File: config.mk
export PLATFORM = sky130hd
export DESIGN_NAME = core_sequencer
export DESIGN_NICKNAME = d
export VERILOG_FILES = /design/src/rtl/core_sequencer.sv
export SDC_FILE = /design/constraint.sdc
export NUM_CORES = 1
export LEC_CHECK = 0
export ABC_AREA = 1
export CAP_MARGIN = 10
export CORE_MARGIN = 4
export CORE_UTILIZATION = 55
export DETAILED_ROUTE_END_ITERATION = 10
export GPL_TIMING_DRIVEN = 0
export PLACE_DENSITY = 0.85
export SYNTH_ARGS = -nofsm -noshare
export SYNTH_HDL_FRONTEND = slang
export SYNTH_SLANG_ARGS = --single-unit
File: constraint.sdc
create_clock -name clk -period 4.2 [get_ports clk]
set_clock_uncertainty 0.1 [all_clocks]
set_input_delay 0.63 -clock clk [delete_from_list [all_inputs] [get_ports clk]]
set_output_delay 0.63 -clock clk [all_outputs]
set_load 0.05 [all_outputs]
File: src/rtl/core_sequencer.sv
// Drives the core's instruction bus through n_kij kernel iterations:
// weight load, activation execute, and OFIFO drain into pmem.
module core_sequencer #(
  parameter int row        = 8,
  parameter int col        = 8,
  parameter int addr_width = 11,
  parameter int flush_cyc  = 16
) (
  input  logic                    clk,
  input  logic                    reset,
  input  logic                    start,
  input  logic [3:0]              n_kij,
  input  logic [addr_width-1:0]   n_act,
  input  logic [addr_width-1:0]   w_base,
  input  logic [addr_width-1:0]   x_base,
  input  logic [addr_width-1:0]   p_base,
  input  logic                    ofifo_valid,
  output logic [2*addr_width+11:0] inst,
  output logic                    busy,
  output logic                    done
);

  localparam int AW = addr_width;
  localparam int IW = 2 * addr_width + 12;

  // Phase counter must span the longest phase: n_act+1 fetch cycles or any fixed length.
  localparam int M1    = (col > row) ? col : row;
  localparam int M2    = (M1 > flush_cyc) ? M1 : flush_cyc;
  localparam int CNT_W = ((M2 > (1 << AW)) ? $clog2(M2) : AW) + 1;

  localparam logic [CNT_W-1:0] COL_C      = CNT_W'(col);
  localparam logic [CNT_W-1:0] COL_LAST   = CNT_W'(col - 1);
  localparam logic [CNT_W-1:0] FLUSH_LAST = CNT_W'(flush_cyc - 1);
  localparam logic [AW-1:0]    COL_A      = AW'(col);

  // Low control field: [6]ofifo_rd [5]ififo_wr [4]ififo_rd [3]l0_rd [2]l0_wr [1]execute [0]load
  localparam logic [6:0] CTL_NONE  = 7'b000_0000;
  localparam logic [6:0] CTL_L0_WR = 7'b000_0100;
  localparam logic [6:0] CTL_LOAD  = 7'b000_1001;
  localparam logic [6:0] CTL_EXEC  = 7'b000_1010;
  localparam logic [6:0] CTL_OFIFO = 7'b100_0000;

  typedef enum logic [3:0] {
    S_IDLE, S_W_FETCH, S_W_LOAD, S_FLUSH, S_X_FETCH, S_X_EXEC,
    S_D_WAIT, S_D_RD, S_D_WR, S_DONE
  } state_t;

  state_t           state;
  logic [CNT_W-1:0] cnt;
  logic [3:0]       kij;
  logic [3:0]       n_kij_q;
  logic [AW-1:0]    n_act_q, x_base_q, p_base_q, w_ptr;

  logic [CNT_W-1:0] cnt_inc, act_n, act_last;
  logic [3:0]       kij_inc;

  assign cnt_inc  = cnt + 1'b1;
  assign act_n    = CNT_W'(n_act_q);
  assign act_last = act_n - 1'b1;
  assign kij_inc  = kij + 4'd1;

  function automatic logic [IW-1:0] mk_inst(
    input logic acc, input logic cen_p, input logic wen_p, input logic [AW-1:0] a_p,
    input logic cen_x, input logic [AW-1:0] a_x, input logic [6:0] ctl);
    return {acc, cen_p, wen_p, a_p, cen_x, 1'b1, a_x, ctl};
  endfunction

  function automatic logic [IW-1:0] ctl_inst(input logic [6:0] ctl);
    return mk_inst(1'b0, 1'b1, 1'b1, '0, 1'b1, '0, ctl);
  endfunction

  // xmem reads run one cycle ahead of the matching l0_wr.
  function automatic logic [IW-1:0] fetch_inst(input logic rd, input logic [AW-1:0] a,
                                               input logic wr);
    return mk_inst(1'b0, 1'b1, 1'b1, '0, ~rd, rd ? a : '0, wr ? CTL_L0_WR : CTL_NONE);
  endfunction

  function automatic logic [IW-1:0] pmem_inst(input logic acc, input logic wen,
                                              input logic [AW-1:0] a, input logic [6:0] ctl);
    return mk_inst(acc, 1'b0, wen, a, 1'b1, '0, ctl);
  endfunction

  always_ff @(posedge clk) begin
    if (reset) begin
      state <= S_IDLE;
      cnt   <= '0;
      kij   <= '0;
      inst  <= ctl_inst(CTL_NONE);
      busy  <= 1'b0;
      done  <= 1'b0;
    end else begin
      done <= 1'b0;
      case (state)
        S_IDLE: begin
          if (start) begin
            n_kij_q  <= n_kij;
            n_act_q  <= n_act;
            x_base_q <= x_base;
            p_base_q <= p_base;
            w_ptr    <= w_base;
            kij      <= '0;
            cnt      <= '0;
            if (n_kij == 4'd0) begin
              state <= S_DONE;
              done  <= 1'b1;
            end else begin
              state <= S_W_FETCH;
              busy  <= 1'b1;
              inst  <= fetch_inst(1'b1, w_base, 1'b0);
            end
          end
        end
        S_W_FETCH: begin
          if (cnt == COL_C) begin
            state <= S_W_LOAD;
            cnt   <= '0;
            inst  <= ctl_inst(CTL_LOAD);
          end else begin
            cnt  <= cnt_inc;
            inst <= fetch_inst(cnt_inc < COL_C, w_ptr + cnt_inc[AW-1:0], 1'b1);
          end
        end
        S_W_LOAD: begin
          if (cnt == COL_LAST) begin
            state <= S_FLUSH;
            cnt   <= '0;
            inst  <= ctl_inst(CTL_NONE);
          end else begin
            cnt <= cnt_inc;
          end
        end
        S_FLUSH: begin
          if (cnt == FLUSH_LAST) begin
            state <= S_X_FETCH;
            cnt   <= '0;
            inst  <= fetch_inst(1'b1, x_base_q, 1'b0);
          end else begin
            cnt <= cnt_inc;
          end
        end
        S_X_FETCH: begin
          if (cnt == act_n) begin
            state <= S_X_EXEC;
            cnt   <= '0;
            inst  <= ctl_inst(CTL_EXEC);
          end else begin
            cnt  <= cnt_inc;
            inst <= fetch_inst(cnt_inc < act_n, x_base_q + cnt_inc[AW-1:0], 1'b1);
          end
        end
        S_X_EXEC: begin
          if (cnt == act_last) begin
            cnt <= '0;
            if (ofifo_valid) begin
              state <= S_D_RD;
              inst  <= pmem_inst(1'b0, 1'b1, p_base_q, CTL_OFIFO);
            end else begin
              state <= S_D_WAIT;
              inst  <= ctl_inst(CTL_NONE);
            end
          end else begin
            cnt <= cnt_inc;
          end
        end
        S_D_WAIT: begin
          if (ofifo_valid) begin
            state <= S_D_RD;
            inst  <= pmem_inst(1'b0, 1'b1, p_base_q + cnt[AW-1:0], CTL_OFIFO);
          end
        end
        S_D_RD: begin
          state <= S_D_WR;
          inst  <= pmem_inst(kij != 4'd0, 1'b0, p_base_q + cnt[AW-1:0], CTL_NONE);
        end
        S_D_WR: begin
          if (cnt == act_last) begin
            cnt <= '0;
            if (kij_inc == n_kij_q) begin
              state <= S_DONE;
              kij   <= '0;
              busy  <= 1'b0;
              done  <= 1'b1;
              inst  <= ctl_inst(CTL_NONE);
            end else begin
              state <= S_W_FETCH;
              kij   <= kij_inc;
              w_ptr <= w_ptr + COL_A;
              inst  <= fetch_inst(1'b1, w_ptr + COL_A, 1'b0);
            end
          end else begin
            cnt <= cnt_inc;
            if (ofifo_valid) begin
              state <= S_D_RD;
              inst  <= pmem_inst(1'b0, 1'b1, p_base_q + cnt_inc[AW-1:0], CTL_OFIFO);
            end else begin
              state <= S_D_WAIT;
              inst  <= ctl_inst(CTL_NONE);
            end
          end
        end
        S_DONE: begin
          state <= S_IDLE;
          inst  <= ctl_inst(CTL_NONE);
        end
        default: begin
          state <= S_IDLE;
          inst  <= ctl_inst(CTL_NONE);
        end
      endcase
    end
  end

endmodule

After elaboration in Yosys (flattened, before gate mapping)
Cells that the tools add are included.
Operators by class
  add/sub/neg operators: 8
  magnitude comparators: 2
  equal/unequal tests: 25
  muxes and demuxes: 52
  bitwise logic cells: 3
  reduce and logical (&&, ||, !) cells: 13
Operator list (count)
  case mux 34 bit (9 select lines): 1
  2-to-1 mux 34 bit: 7
  2-to-1 mux 12 bit: 6
  case mux 12 bit (6 select lines): 1
  2-to-1 mux 33 bit: 2
  2-to-1 mux 20 bit: 3
  2-to-1 mux 11 bit: 5
  2-to-1 mux 4 bit: 13
  adder 11 bit: 4
  case mux 4 bit (9 select lines): 1
  equality test 12 x 4 -> 1 bit (second input constant): 2
  inequality test 2 bit (second input constant): 11
  case mux 11 bit (2 select lines): 1
  equality test 4 x 3 -> 1 bit (second input constant): 4
  adder 12 x 1 -> 12 bit (second input constant): 1
  equality test 12 x 11 -> 1 bit: 1
  equality test 12 bit: 1
  equality test 12 x 3 -> 1 bit (second input constant): 1
  < comparator 12 x 11 -> 1 bit: 1
  < comparator 12 x 4 -> 1 bit (second input constant): 1
  subtractor 11 x 1 -> 12 bit (second input constant): 1
  adder 11 x 4 -> 11 bit (second input constant): 1
  AND reduction 5 bit: 2
  2-to-1 mux 1 bit: 9
  17 further kinds: 23
Storage, ports and cells
  register bits after elaboration: 104
  input bits: 52
  output and inout port bits: 36
  logic and storage cells: 114

Depth between registers and ports, before layout
Gate-level depths: netlist of run 1.
  depth in word-level cells: 5
  depth in mapped cells: 22
  mapped depth without buffers: 21

Worst setup path before layout of run 1
OpenSTA, ideal clock, no wires.
  path kind: input-to-reg
  start: input reset
  end: register n_act_q[0], enable pin
  setup time: 431 ps
  arrival: 2522 ps
  required time: 3669 ps
  setup slack: 1147 ps
  stages: 4
  path buffers: 1
  cell sequence: clkbuf_1 -> inv_1 -> nand2_1 -> nor2_1
Between the ends
  longest elaborated chain between the ends: 2
Ends and longest elaborated chain
  start: declaration: RTL line 10  | input logic reset,
  NOT 1 bit (no line)
  AND reduction 3 bit (no line)
  end signal: assignment: RTL line 97  | n_act_q <= n_act;
  end: declaration: RTL line 52  | logic [AW-1:0] n_act_q, x_base_q, p_base_q, w_ptr;
No other way between the ends.
A chain may end at the register's enable or synchronous reset.

Worst setup path after layout of run 1
  start: register cnt[1]
  end: register inst[10]
Between the ends
  longest elaborated chain between the ends: 5
  elaborated cells on any way between the ends: 20
  classes of those cells: add/sub: 3; order compare: 2; eq/ne: 8; mux: 6; reduce/logical: 1
Ends and longest elaborated chain
  start: declaration: RTL line 49  | logic [CNT_W-1:0] cnt;
  start signal: assignment: RTL line 119  | cnt <= cnt_inc;
  start signal: assignment: RTL line 129  | cnt <= cnt_inc;
  start signal: assignment: RTL line 138  | cnt <= cnt_inc;
  adder 12 x 1 -> 12 bit: RTL line 57  | assign cnt_inc = cnt + 1'b1;
  adder 11 bit, or another cell as far along: RTL line 148  | inst <= fetch_inst(cnt_inc < act_n, x_base_q + cnt_inc[AW-1:0], 1'b1);
  2-to-1 mux 11 bit: RTL line 75  | return mk_inst(1'b0, 1'b1, 1'b1, '0, ~rd, rd ? a : '0, wr ? CTL_L0_WR : CTL_NONE);
  2-to-1 mux 20 bit, on equally long branches: RTL line 142, 114
  case mux 34 bit (9 select lines): RTL line 93  | case (state)
  end signal: assignment: RTL line 145  | inst <= ctl_inst(CTL_EXEC);
  end signal: assignment: RTL line 148
  end signal: assignment: RTL line 156  | inst <= pmem_inst(1'b0, 1'b1, p_base_q, CTL_OFIFO);
  end: declaration: RTL line 18  | output logic [2*addr_width+11:0] inst,
Parallel ways exist; a longest one is shown, timed or not.

==> results of run 1 <==
## cell families after synthesis
kind of cell	count (synthesis)
fa+ha+maj	64
buf+inv	208
compound gates	168
flops	101
xor+xnor	43
simple gates	635
other cells	2
## per-layer routing
layer  vias to the layer above  GRT usage
met1                      3789     0.3706
met3                        72    0.03586
met2                       310     0.5000
met4                         0     0.1375
met5                         -          0
li1                       4149          -
## area by class of cell
cell class / count / area [sq um]
buffer: 29 / 146.4
clock buffer: 9 / 225.2
clock inverter: 7 / 65.06
fill: 1334 / 4974
inverter: 179 / 671.9
multi-input combinational: 913 / 4803
sequential: 101 / 2505
tap: 184 / 230.2
timing repair buffer: 85 / 858.3
## per-stage QoR
stage	cell area (sq um)	setup WS (ns)
finish	9505	0.3748
global route	9505	0.09663
CTS	9495	0.2866
detailed placement	9205	0.3013
global placement	9178	-0.2545
floorplan	8117	1.147
## sequential cells by signal, indices dropped and copies added, names as in the netlist
register and flops:
n_act_q 11, p_base_q 11, busy 1, state 4
cnt 12, inst 31, kij 4, x_base_q 11
n_kij_q 4, w_ptr 11, done 1
## Yosys cell counts (2+ instances only)
cell type | count | area share
a211oi_1 | 2 | 0.0019
a21o_1 | 3 | 0.0028
a21oi_1 | 89 | 0.055
buf_2 | 8 | 0.0049
buf_4 | 3 | 0.0028
buf_6 | 2 | 0.0028
clkbuf_1 | 14 | 0.0065
conb_1 | 2 | 0.00093
dfxtp_1 | 53 | 0.13
edfxtp_1 | 48 | 0.18
fa_1 | 4 | 0.0099
ha_1 | 60 | 0.093
inv_1 | 174 | 0.081
inv_2 | 4 | 0.0019
nand2_1 | 353 | 0.16
nand3_1 | 97 | 0.060
nand4_1 | 39 | 0.030
nor2_1 | 125 | 0.058
nor2_2 | 2 | 0.0015
nor3_1 | 10 | 0.0062
o21ai_0 | 50 | 0.031
o21ai_1 | 9 | 0.0056
o21bai_1 | 8 | 0.0074
o22ai_1 | 2 | 0.0015
or2_2 | 2 | 0.0015
xnor2_1 | 15 | 0.016
xor2_1 | 27 | 0.029
## final timing paths
check | cells after the start | endpoint | startpoint | slack [ns]
worst max register to register | 20 | inst[10] | cnt[1] | 0.37
worst min register to register | 2 | inst[13] | inst[13] | 0.37
worst min-delay path | 2 | inst[13] | inst[13] | 0.37
worst max-delay path | 20 | inst[10] | cnt[1] | 0.37
## power by group
part / switching [mW] / total [mW] / internal (mW)
logic: 1.43 / 2.13 / 0.706
registers: 0.156 / 1.39 / 1.23
clock network: 0.426 / 0.843 / 0.418
total: 2.01 / 4.36 / 2.35
## worst min-delay path, cell delays in order (launching register included)
cell	delay (ns)
dfxtp_1	0.31
nand2_1	0.06
a21oi_1	0.05
==> Implementation_results.wiki, run 1 <==
{| class="wikitable"
! Metric !! Value
|-
| Setup violation total in the final timing report || 0
|-
| Sort of element at the end of the critical path || flip-flop
|-
| Post-synthesis cell area || 8113 sq um
|-
| Unique cell type count in the Yosys netlist || 43
|-
| Simple-gate area share of the yosys netlist || 0.3293
|-
| Number of synthesized flops with an enable pin || 48
|-
| Leak || 4.529 nW
|-
| RSZ-0062 raised after global routing || false
|-
| Clock-pin transition on the worst setup and hold timing paths || 0.08 ns
|-
| Initial core utilization || 0.5603
|-
| Horizontal extent of the die || 129.5 um
|-
| Vias per std cell || 5.521
|-
| Sum of net half-perimeters after detailed placement || 19410 um
|-
| Cells after Synth || 1221
|-
| Xor/xnor cell area share of the yosys netlist || 0.04735
|-
| Iteration count of the initial detailed-routing pass || 5
|-
| Synthesized area per cell || 6.644 sq um
|-
| N_diodes || 0
|-
| Initial antenna violation count || 0
|-
| Buffering stage count on the worst path with inverters included || 2
|-
| Detailed Route WL || 24370 um
|-
| Worst setup SP type || flip-flop
|-
| Remaining number of nets flagged by the antenna check after routing || 0
|-
| Largest net degree at the start of global routing || 30
|-
| Drc violations || 0
|-
| Fraction of layout cells with a size suffix above 1 || 0.03930
|-
| PortBufs || 83
|-
| TritonCTS clock tree || yes
|-
| Commonest cells after routing, fill and taps aside || nand2_1 (353), inv_1 (174), nor2_1 (124), nand3_1 (97), a21oi_1 (89)
|-
| Number of maximum-capacitance constraint violations || 0
|-
| Core area || 14480 sq um
|-
| Top Layer Used || met4
|-
| Residual overflow from global routing || 0
|-
| Slew margin rel. || 0.4551
|-
| Sinks on Clock Net || 101
|-
| # placed instances || 1490
|-
| GPL Wtd Cong || 0.9964
|-
| Ports || 88
|-
| Vias in the first global route || 7841
|-
| Worst path required time || 4.40 ns
|-
| Post-layout total power || 4.363 mW
|-
| Arrival @ worst endpoint || 4.02 ns
|-
| Most frequent standard cell in the layout excluding fill and tap cells || nand2_1
|-
| Resized Gates After CTS || 0
|-
| Met2 wire length || 11530 um
|-
| Fraction of the mapped netlist area in compound gates || 0.1107
|-
| Die Y || 129.5 um
|-
| Ratio of final minimum period to clock period || 0.9108
|-
| Final cell count without fillers || 1507
|-
| Final hold violations || 0
|-
| Yosys warnings || 0
|-
| Biggest cell delay along the critical path || 0.48 ns
|-
| Count of vias placed by the detailed router || 8320
|-
| Cell type of the slowest stage on the worst timing path || dfxtp_2
|-
| Finished Core Util || 0.6565
|-
| Global-route wire length before repair || 38180 um
|-
| Portion of the post-synthesis area used by sequential elements || 0.3085
|-
| Wire per inst || 16.17 um
|-
| Detailed router's first-iteration violation count || 697
|-
| Class of the worst hold path || reg2reg
|-
| CTS H-tree lvls || 3
|-
| Worst skew pair latency || 0.36 ns
|-
| Async set-reset flop share out of synthesis || 0
|-
| Main combinational cell family by area after synthesis || simple AND/OR/NAND/NOR gates
|-
| Overall track demand over capacity in global routing || 0.2932
|-
| Fmax || 261.4 MHz
|-
| Post-CTS setup repair buffer count || 0
|-
| Layout overhead on the synthesized area || 17.17%
|-
| Worst hold margin || 0.3655 ns
|-
| Most used flip-flop cell after synthesis || dfxtp_1
|-
| Result of the run || finished clean
|-
| CTS buffer count || 9
|-
| Met3 WL post-DR || 1460 um
|-
| Power per Cell Area || 459.0 nW/um^2
|-
| Net count, final || 1434
|-
| Die outline area || 16760 sq um
|-
| Cts hold-fix bufs || 0
|-
| Worst-path maximum fanout || 10
|-
| Critical path, cell by cell || ha_1 -> clkbuf_1 -> nand3_1 -> o21ai_0 -> nand2_1 -> inv_1 -> ha_1 -> nand2_1 -> a21oi_1 -> nor2_1 -> nand2_1 -> nand2_1 -> nand2_1 -> nand2_1 -> nand2_1 -> nor2_1 -> nand2_1 -> nand4_1 -> nand2_1 -> a21oi_1
|-
| Number of pins exceeding their max-slew limit in the final report || 0
|-
| Share of synthesized cell area in full adder, half adder and majority cells || 0.1024
|-
| Share of synthesized area spent on multiplexers || 0
|-
| Cell at the root of the clock tree || clkbuf_16
|-
| Crit-path leading delay family || simple AND/OR/NAND/NOR gates
|-
| Worst Tran Pin Value || 0.8146 ns
|-
| Setup_tns || 0 ns
|-
| Met1 Wirelength || 10360 um
|-
| Shortest period the worst path allows || 3.825 ns
|-
| Buffer levels on the longest clock path || 2
|-
| Row count || 44
|-
| Critical path class || reg2reg
|-
| Cell mode on critical path || nand2_1
|-
| Worst vdd rail ir drop || 0.0003671 V
|-
| Total of flip-flops plus latches after synthesis || 101
|}
Power figures use the tool's default switching activity.
==> run 2, diff against run 1 <==
PLACE_DENSITY = 0.78   (was 0.85)
SLEW_MARGIN = 20   (was unset)
==> run 2 against run 1 <==
Combinational power barely moved. Sequential cell count unchanged. Sequential share of layout area hardly changed. Cell area about the same. Worst hold slack lost 0.00055 ns. Via count increased by 0.56%. Highest routed layer unchanged. Largest cell class unchanged. Sequential power about the same. Clock power up 0.8%. Non-clock buffer count down 1. Routed wire length fell by 0.11%. Final cell count about the same. Critical path type unchanged.
==> Implementation_results.wiki, run 2 (same netlist as run 1, synthesis figures left out) <==
{| class="wikitable"
! Metric !! Value
|-
| Result of the run || finished clean
|-
| Remaining number of nets flagged by the antenna check after routing || 0 (unchanged)
|-
| Initial core utilization || 0.5603 (unchanged)
|-
| Clock-pin transition on the worst setup and hold timing paths || 0.07 ns (about the same)
|-
| Detailed router's first-iteration violation count || 807 (+16%)
|-
| Post-layout total power || 4.373 mW (+0.23%)
|-
| Vias in the first global route || 7724 (-1.5%)
|-
| Row count || 44 (unchanged)
|-
| Sort of element at the end of the critical path || flip-flop
|-
| Final Cell Area || 9508 sq um (about the same)
|-
| Sum of net half-perimeters after detailed placement || 19060 um (-1.8%)
|-
| Worst setup SP type || flip-flop
|-
| Vias per std cell || 5.556 (+0.63%)
|-
| Detailed Route WL || 24340 um (-0.11%)
|-
| Layout overhead on the synthesized area || 17.20% (about the same)
|-
| Die Y || 129.5 um (unchanged)
|-
| Largest net degree at the start of global routing || 23 (-23%)
|-
| Worst path required time || 4.39 ns (about the same)
|-
| CTS H-tree lvls || 3 (unchanged)
|-
| Worst r2r path cells || 20 (unchanged)
|-
| Power per Cell Area || 459.9 nW/um^2 (+0.20%)
|-
| Horizontal extent of the die || 129.5 um (unchanged)
|-
| Number of pins exceeding their max-slew limit in the final report || 0 (unchanged)
|-
| Register-to-register setup slack || 0.27 ns (-0.10 ns)
|-
| Residual overflow from global routing || 0 (unchanged)
|-
| Final hold violations || 0 (unchanged)
|-
| Max reg flops || 31 (unchanged)
|-
| RSZ-0062 raised after global routing || false
|-
| Drc violations || 0 (unchanged)
|-
| Final cell count without fillers || 1506 (-0.066%)
|-
| Ratio of final minimum period to clock period || 0.9352 (+0.02441)
|-
| Fraction of layout cells with a size suffix above 1 || 0.03933 (about the same)
|-
| Hold depth || 2 (unchanged)
|-
| Registers with the most flip-flops || inst x31, cnt x12
|-
| Worst Tran Pin Value || 0.8302 ns (+0.01561 ns)
|-
| Setup violation total in the final timing report || 0 (unchanged)
|-
| Overall track demand over capacity in global routing || 0.2930 (about the same)
|-
| Number of maximum-capacitance constraint violations || 0 (unchanged)
|-
| Core area || 14480 sq um (unchanged)
|-
| Slew margin rel. || 0.4446 (-0.01044)
|-
| Leak || 4.534 nW (+0.11%)
|-
| # placed instances || 1490 (unchanged)
|-
| GPL Wtd Cong || 0.9683 (-2.8%)
|-
| Placed standard-cell area || 9218 sq um (+0.14%)
|-
| Die outline area || 16760 sq um (unchanged)
|-
| Largest reg by FF count || inst
|-
| Shortest period the worst path allows || 3.928 ns (+0.1025 ns)
|-
| Arrival @ worst endpoint || 4.12 ns (+0.10 ns)
|-
| Ports || 88 (unchanged)
|-
| Critical path class || reg2reg
|-
| Commonest cells after routing, fill and taps aside || nand2_1 (353), inv_1 (174), nor2_1 (124), nand3_1 (97), a21oi_1 (89)
|-
| Buffer levels on the longest clock path || 2 (unchanged)
|-
| Worst skew pair latency || 0.37 ns (about the same)
|-
| Iteration count of the initial detailed-routing pass || 8 (+3)
|-
| Min-Delay Startpoint || inst[6]
|-
| Worst vdd rail ir drop || 0.0002405 V (-34%)
|-
| End point of the most critical hold path || inst[6]
|-
| Start of the worst register-to-register path || cnt[1]
|-
| Worst-path maximum fanout || 10 (unchanged)
|-
| Reg2Reg Capture Point || inst[7]
|-
| PortBufs || 83 (unchanged)
|-
| Global-route wire length before repair || 38300 um (+0.31%)
|-
| N_diodes || 0 (unchanged)
|-
| Post-CTS setup repair buffer count || 0 (unchanged)
|-
| Class of the worst hold path || reg2reg
|-
| CTS buffer count || 9 (unchanged)
|-
| Cell at the root of the clock tree || clkbuf_16
|-
| Net count, final || 1433 (-0.070%)
|-
| Most frequent standard cell in the layout excluding fill and tap cells || nand2_1
|-
| Sinks on Clock Net || 101 (unchanged)
|-
| TritonCTS clock tree || yes
|-
| Count of vias placed by the detailed router || 8367 (+0.56%)
|-
| Fmax || 254.6 MHz (-2.6%)
|-
| Wire per inst || 16.16 um (about the same)
|-
| Worst hold margin || 0.3649 ns (-0.0005530 ns)
|-
| Initial antenna violation count || 0 (unchanged)
|}
## run 2: cell count changes in the layout (fill, tap and decap cells not counted)
cell	change
clkinv_4	-2
clkinvlp_4	-1
nor3_2	+1
inv_6	+2
clkbuf_4	-1
buf_16	+1
nor3_1	-1
buf_12	-1
clkinv_2	+1
## run 2: critical path, stage by stage (launching register included)
cell	delay [ns]
dfxtp_2	0.49
ha_1	0.20
clkbuf_1	0.27
nand3_1	0.27
o21ai_0	0.23
nand2_1	0.11
inv_1	0.35
ha_1	0.31
nand2_1	0.09
a21oi_1	0.04
nor2_1	0.08
nand2_1	0.09
nand2_1	0.06
nand2_1	0.05
nand2_1	0.13
nand2_1	0.16
nor2_1	0.33
nand2_1	0.10
nand4_1	0.17
nand2_1	0.09
a21oi_1	0.13
## run 2: per-layer routing
layer / wire, um / vias to the layer above / track usage
li1: - / 4160 / -
met1: 10240 / 3822 / 0.3847
met2: 11500 / 331 / 0.4887
met3: 1918 / 54 / 0.04782
met4: 682 / 0 / 0.1082
met5: 0 / - / 0
## run 2: power by group
| group | total [mW] | internal (mW) | switching, mW |
|---|---|---|---|
| logic | 2.13 | 0.704 | 1.43 |
| registers | 1.39 | 1.23 | 0.160 |
| clock network | 0.850 | 0.419 | 0.431 |
| total | 4.37 | 2.35 | 2.02 |
## run 2: layout make-up
type	instances	area (sq um)
fillers	1328	4971
multi-input cells	913	4808
flip-flops and latches	101	2505
repair buffers	84	858.3
inverters	179	671.9
well taps	184	230.2
clock buffers	9	225.2
plain buffers	29	146.4
clock inverters	7	62.56
## run 2: worst max-delay path by stage
stage / depth (start not counted) / end / startpoint / slack (ns)
floorplan: 4 / n_act_q[0] / reset / 1.15
global placement: 5 / p_base_q[4] / state[3] / -0.28
detailed placement: 20 / inst[7] / cnt[1] / 0.26
CTS: 20 / inst[7] / cnt[1] / 0.24
global route: 20 / inst[9] / cnt[1] / 0.04
finish: 20 / inst[7] / cnt[1] / 0.27
## run 2: what timing repair did
action / CTS / global route
gates resized for setup: 0 / 2
hold buffers: 0 / 0
setup endpoints to repair: 0 / 7
## run 2: metrics by stage
step / worst slack (ns) / util / setup TNS (ns)
final: 0.2723 / 0.6567 / 0
after global placement: -0.2765 / 0.6339 / -10.14
after detailed placement: 0.2635 / 0.6366 / 0
after floorplan: 1.147 / - / 0
after global routing: 0.04313 / 0.6567 / 0
after CTS: 0.2438 / 0.6565 / 0
==> run 3, diff against run 2 <==
SLEW_MARGIN = unset   (was 20)
==> run 3 against run 2 <==
Die area unchanged. Utilization up 0.078 points. Sequential power about the same. Clock power up 0.9%. Via count down 0.16%. First-iteration DRC count up 5.1%. Largest power group unchanged. Highest routed layer unchanged.
==> Implementation_results.wiki, run 3 (same netlist as run 1, synthesis figures left out) <==
{| class="wikitable"
! Metric !! Value
|-
| Number of maximum-capacitance constraint violations || 0 (unchanged)
|-
| Fraction of layout cells with a size suffix above 1 || 0.03858 (-0.0007564)
|-
| Wire per inst || 16.15 um (about the same)
|-
| Worst path required time || 4.08 ns (-0.31 ns)
|-
| Gate power share || 0.487 (about the same)
|-
| Placed standard-cell area || 9213 sq um (about the same)
|-
| Result of the run || finished clean
|-
| Registers with the most flip-flops || inst x31, cnt x12
|-
| Detailed router's first-iteration violation count || 848 (+5.1%)
|-
| Post-CTS setup repair buffer count || 0 (unchanged)
|-
| CTS H-tree lvls || 3 (unchanged)
|-
| Leak || 4.533 nW (about the same)
|-
| Remaining number of nets flagged by the antenna check after routing || 0 (unchanged)
|-
| Worst-path maximum fanout || 8 (-2)
|-
| PortBufs || 83 (unchanged)
|-
| Worst Tran Pin Value || 1.310 ns (+0.4802 ns)
|-
| TritonCTS clock tree || yes
|-
| Initial antenna violation count || 0 (unchanged)
|-
| Setup_tns || 0 ns (unchanged)
|-
| Worst vdd rail ir drop || 0.0002357 V (-2.0%)
|-
| Clock group share of total power || 0.196 (+0.002)
|-
| Ratio of final minimum period to clock period || 0.9273 (-0.007892)
|-
| Core area || 14480 sq um (unchanged)
|-
| Sum of net half-perimeters after detailed placement || 19150 um (+0.49%)
|-
| Class of the worst hold path || reg2reg
|-
| Global-route wire length before repair || 38200 um (-0.27%)
|-
| Ports || 88 (unchanged)
|-
| Worst hold margin || 0.3654 ns (+0.0005230 ns)
|-
| Die outline area || 16760 sq um (unchanged)
|-
| Die Y || 129.5 um (unchanged)
|-
| Buffer levels on the longest clock path || 2 (unchanged)
|-
| Final cell count without fillers || 1506 (unchanged)
|-
| Final Cell Area || 9519 sq um (+0.12%)
|-
| Slew margin rel. || 0.1197 (-0.3249)
|-
| Initial core utilization || 0.5603 (unchanged)
|-
| Minimum setup slack after placement || 0.2705 ns (+0.006943 ns)
|-
| Residual overflow from global routing || 0 (unchanged)
|-
| Shortest period the worst path allows || 3.895 ns (-0.03315 ns)
|-
| Sort of element at the end of the critical path || flip-flop
|-
| Max reg flops || 31 (unchanged)
|-
| Fmax || 256.8 MHz (+0.85%)
|-
| Most frequent standard cell in the layout excluding fill and tap cells || nand2_1
|-
| Switching power summed over all nets || 2.026 mW (+0.33%)
|-
| Final hold violations || 0 (unchanged)
|-
| RSZ-0062 raised after global routing || false
|-
| Critical path class || reg2reg
|-
| Overall track demand over capacity in global routing || 0.2929 (about the same)
|-
| Cell at the root of the clock tree || clkbuf_16
|-
| Count of vias placed by the detailed router || 8354 (-0.16%)
|-
| Sinks on Clock Net || 101 (unchanged)
|-
| Largest reg by FF count || inst
|-
| Commonest cells after routing, fill and taps aside || nand2_1 (353), inv_1 (174), nor2_1 (124), nand3_1 (97), a21oi_1 (89)
|-
| Net count, final || 1433 (unchanged)
|-
| CTS buffer count || 9 (unchanged)
|-
| Row count || 44 (unchanged)
|-
| Iteration count of the initial detailed-routing pass || 6 (-2)
|-
| Clock-pin transition on the worst setup and hold timing paths || 0.08 ns (about the same)
|-
| Vias per std cell || 5.547 (-0.16%)
|-
| Vias in the first global route || 7657 (-0.87%)
|-
| Setup violation total in the final timing report || 0 (unchanged)
|-
| Number of pins exceeding their max-slew limit in the final report || 0 (unchanged)
|-
| Layout overhead on the synthesized area || 17.33%
|-
| GPL Wtd Cong || 0.9683 (unchanged)
|-
| Power per Cell Area || 460.4 nW/um^2 (+0.11%)
|-
| Largest net degree at the start of global routing || 23 (unchanged)
|-
| Drc violations || 0 (unchanged)
|-
| Worst skew pair latency || 0.37 ns (about the same)
|-
| Detailed Route WL || 24330 um (about the same)
|-
| Footprint of the multi-input gates || 4803 sq um (-0.10%)
|-
| Filler cells || 1345 (+1.3%)
|-
| # placed instances || 1490 (unchanged)
|-
| Final Worst Setup Slack || 0.3055 ns (+0.03314 ns)
|-
| N_diodes || 0 (unchanged)
|-
| Design internal power || 2.357 mW (+0.14%)
|-
| Horizontal extent of the die || 129.5 um (unchanged)
|-
| Arrival @ worst endpoint || 3.78 ns (-0.34 ns)
|-
| Finished Core Util || 0.6574 (+0.0007780)
|-
| Register-to-register setup slack || 0.31 ns (+0.03 ns)
|-
| Post-layout total power || 4.383 mW (+0.23%)
|-
| Sequential group share of total power || 0.317 (about the same)
|-
| Worst setup SP type || flip-flop
|-
| Share of total power consumed by net switching || 0.4622 (about the same)
|-
| Area used by sequential logic in the layout || 2505 sq um (unchanged)
|}
[run 3: changes by cell type in the layout (fill, tap and decap cells not counted), sizes merged]
| cell | delta |
|---|---|
| inv | -3 |
| clkinv | +3 |
[run 3: area by class of cell]
cell class,instances,area share
Multi-Input combinational cell,913,0.5046
Sequential cell,101,0.2631
Timing Repair Buffer,84,0.09017
Inverter,179,0.07058
Tap cell,184,0.02419
Clock buffer,9,0.02366
Buffer,29,0.01538
Clock inverter,7,0.008281
[run 3: layer usage]
metal / global-route usage / routed length, um
met1: 0.3929 / 10110
met2: 0.4829 / 11310
met3: 0.03751 / 2143
met4: 0.1149 / 770
met5: 0 / 0
[run 3: what timing repair did]
action,in CTS,in global routing
hold buffers,0,0
hold endpoints to repair,0,0
gates resized for setup,0,2
setup endpoints to repair,0,5
[run 3: power by group through the flow]
stage                     logic, mW  registers, mW  clock network, mW
after floorplan                1.21           1.63                  0
after global routing           2.34           1.41              0.921
final                          2.14           1.39              0.858
after CTS                      2.12           1.38              0.880
after detailed placement       2.11           1.41                  0
after global placement         2.05           1.41                  0
[run 3: worst paths after layout]
kind | startpoint | end | depth (start not counted)
setup / recovery | n_act_q[1] | w_ptr[10] | 14
hold / removal | inst[2] | inst[2] | 2
setup reg to reg | n_act_q[1] | w_ptr[10] | 14
hold reg to reg | inst[2] | inst[2] | 2
[run 3: critical path, stage by stage (launching register included)]
cell	delay, ns
edfxtp_1	0.43
inv_1	0.13
ha_1	0.20
nand3_1	0.18
nor2_2	0.20
nand2_1	0.08
clkinv_1	0.07
nor2_1	0.05
nor2_1	0.15
nand2_1	0.07
nor2_1	0.12
nand2_2	0.18
a21oi_2	0.34
inv_1	0.18
nor3_1	1.02
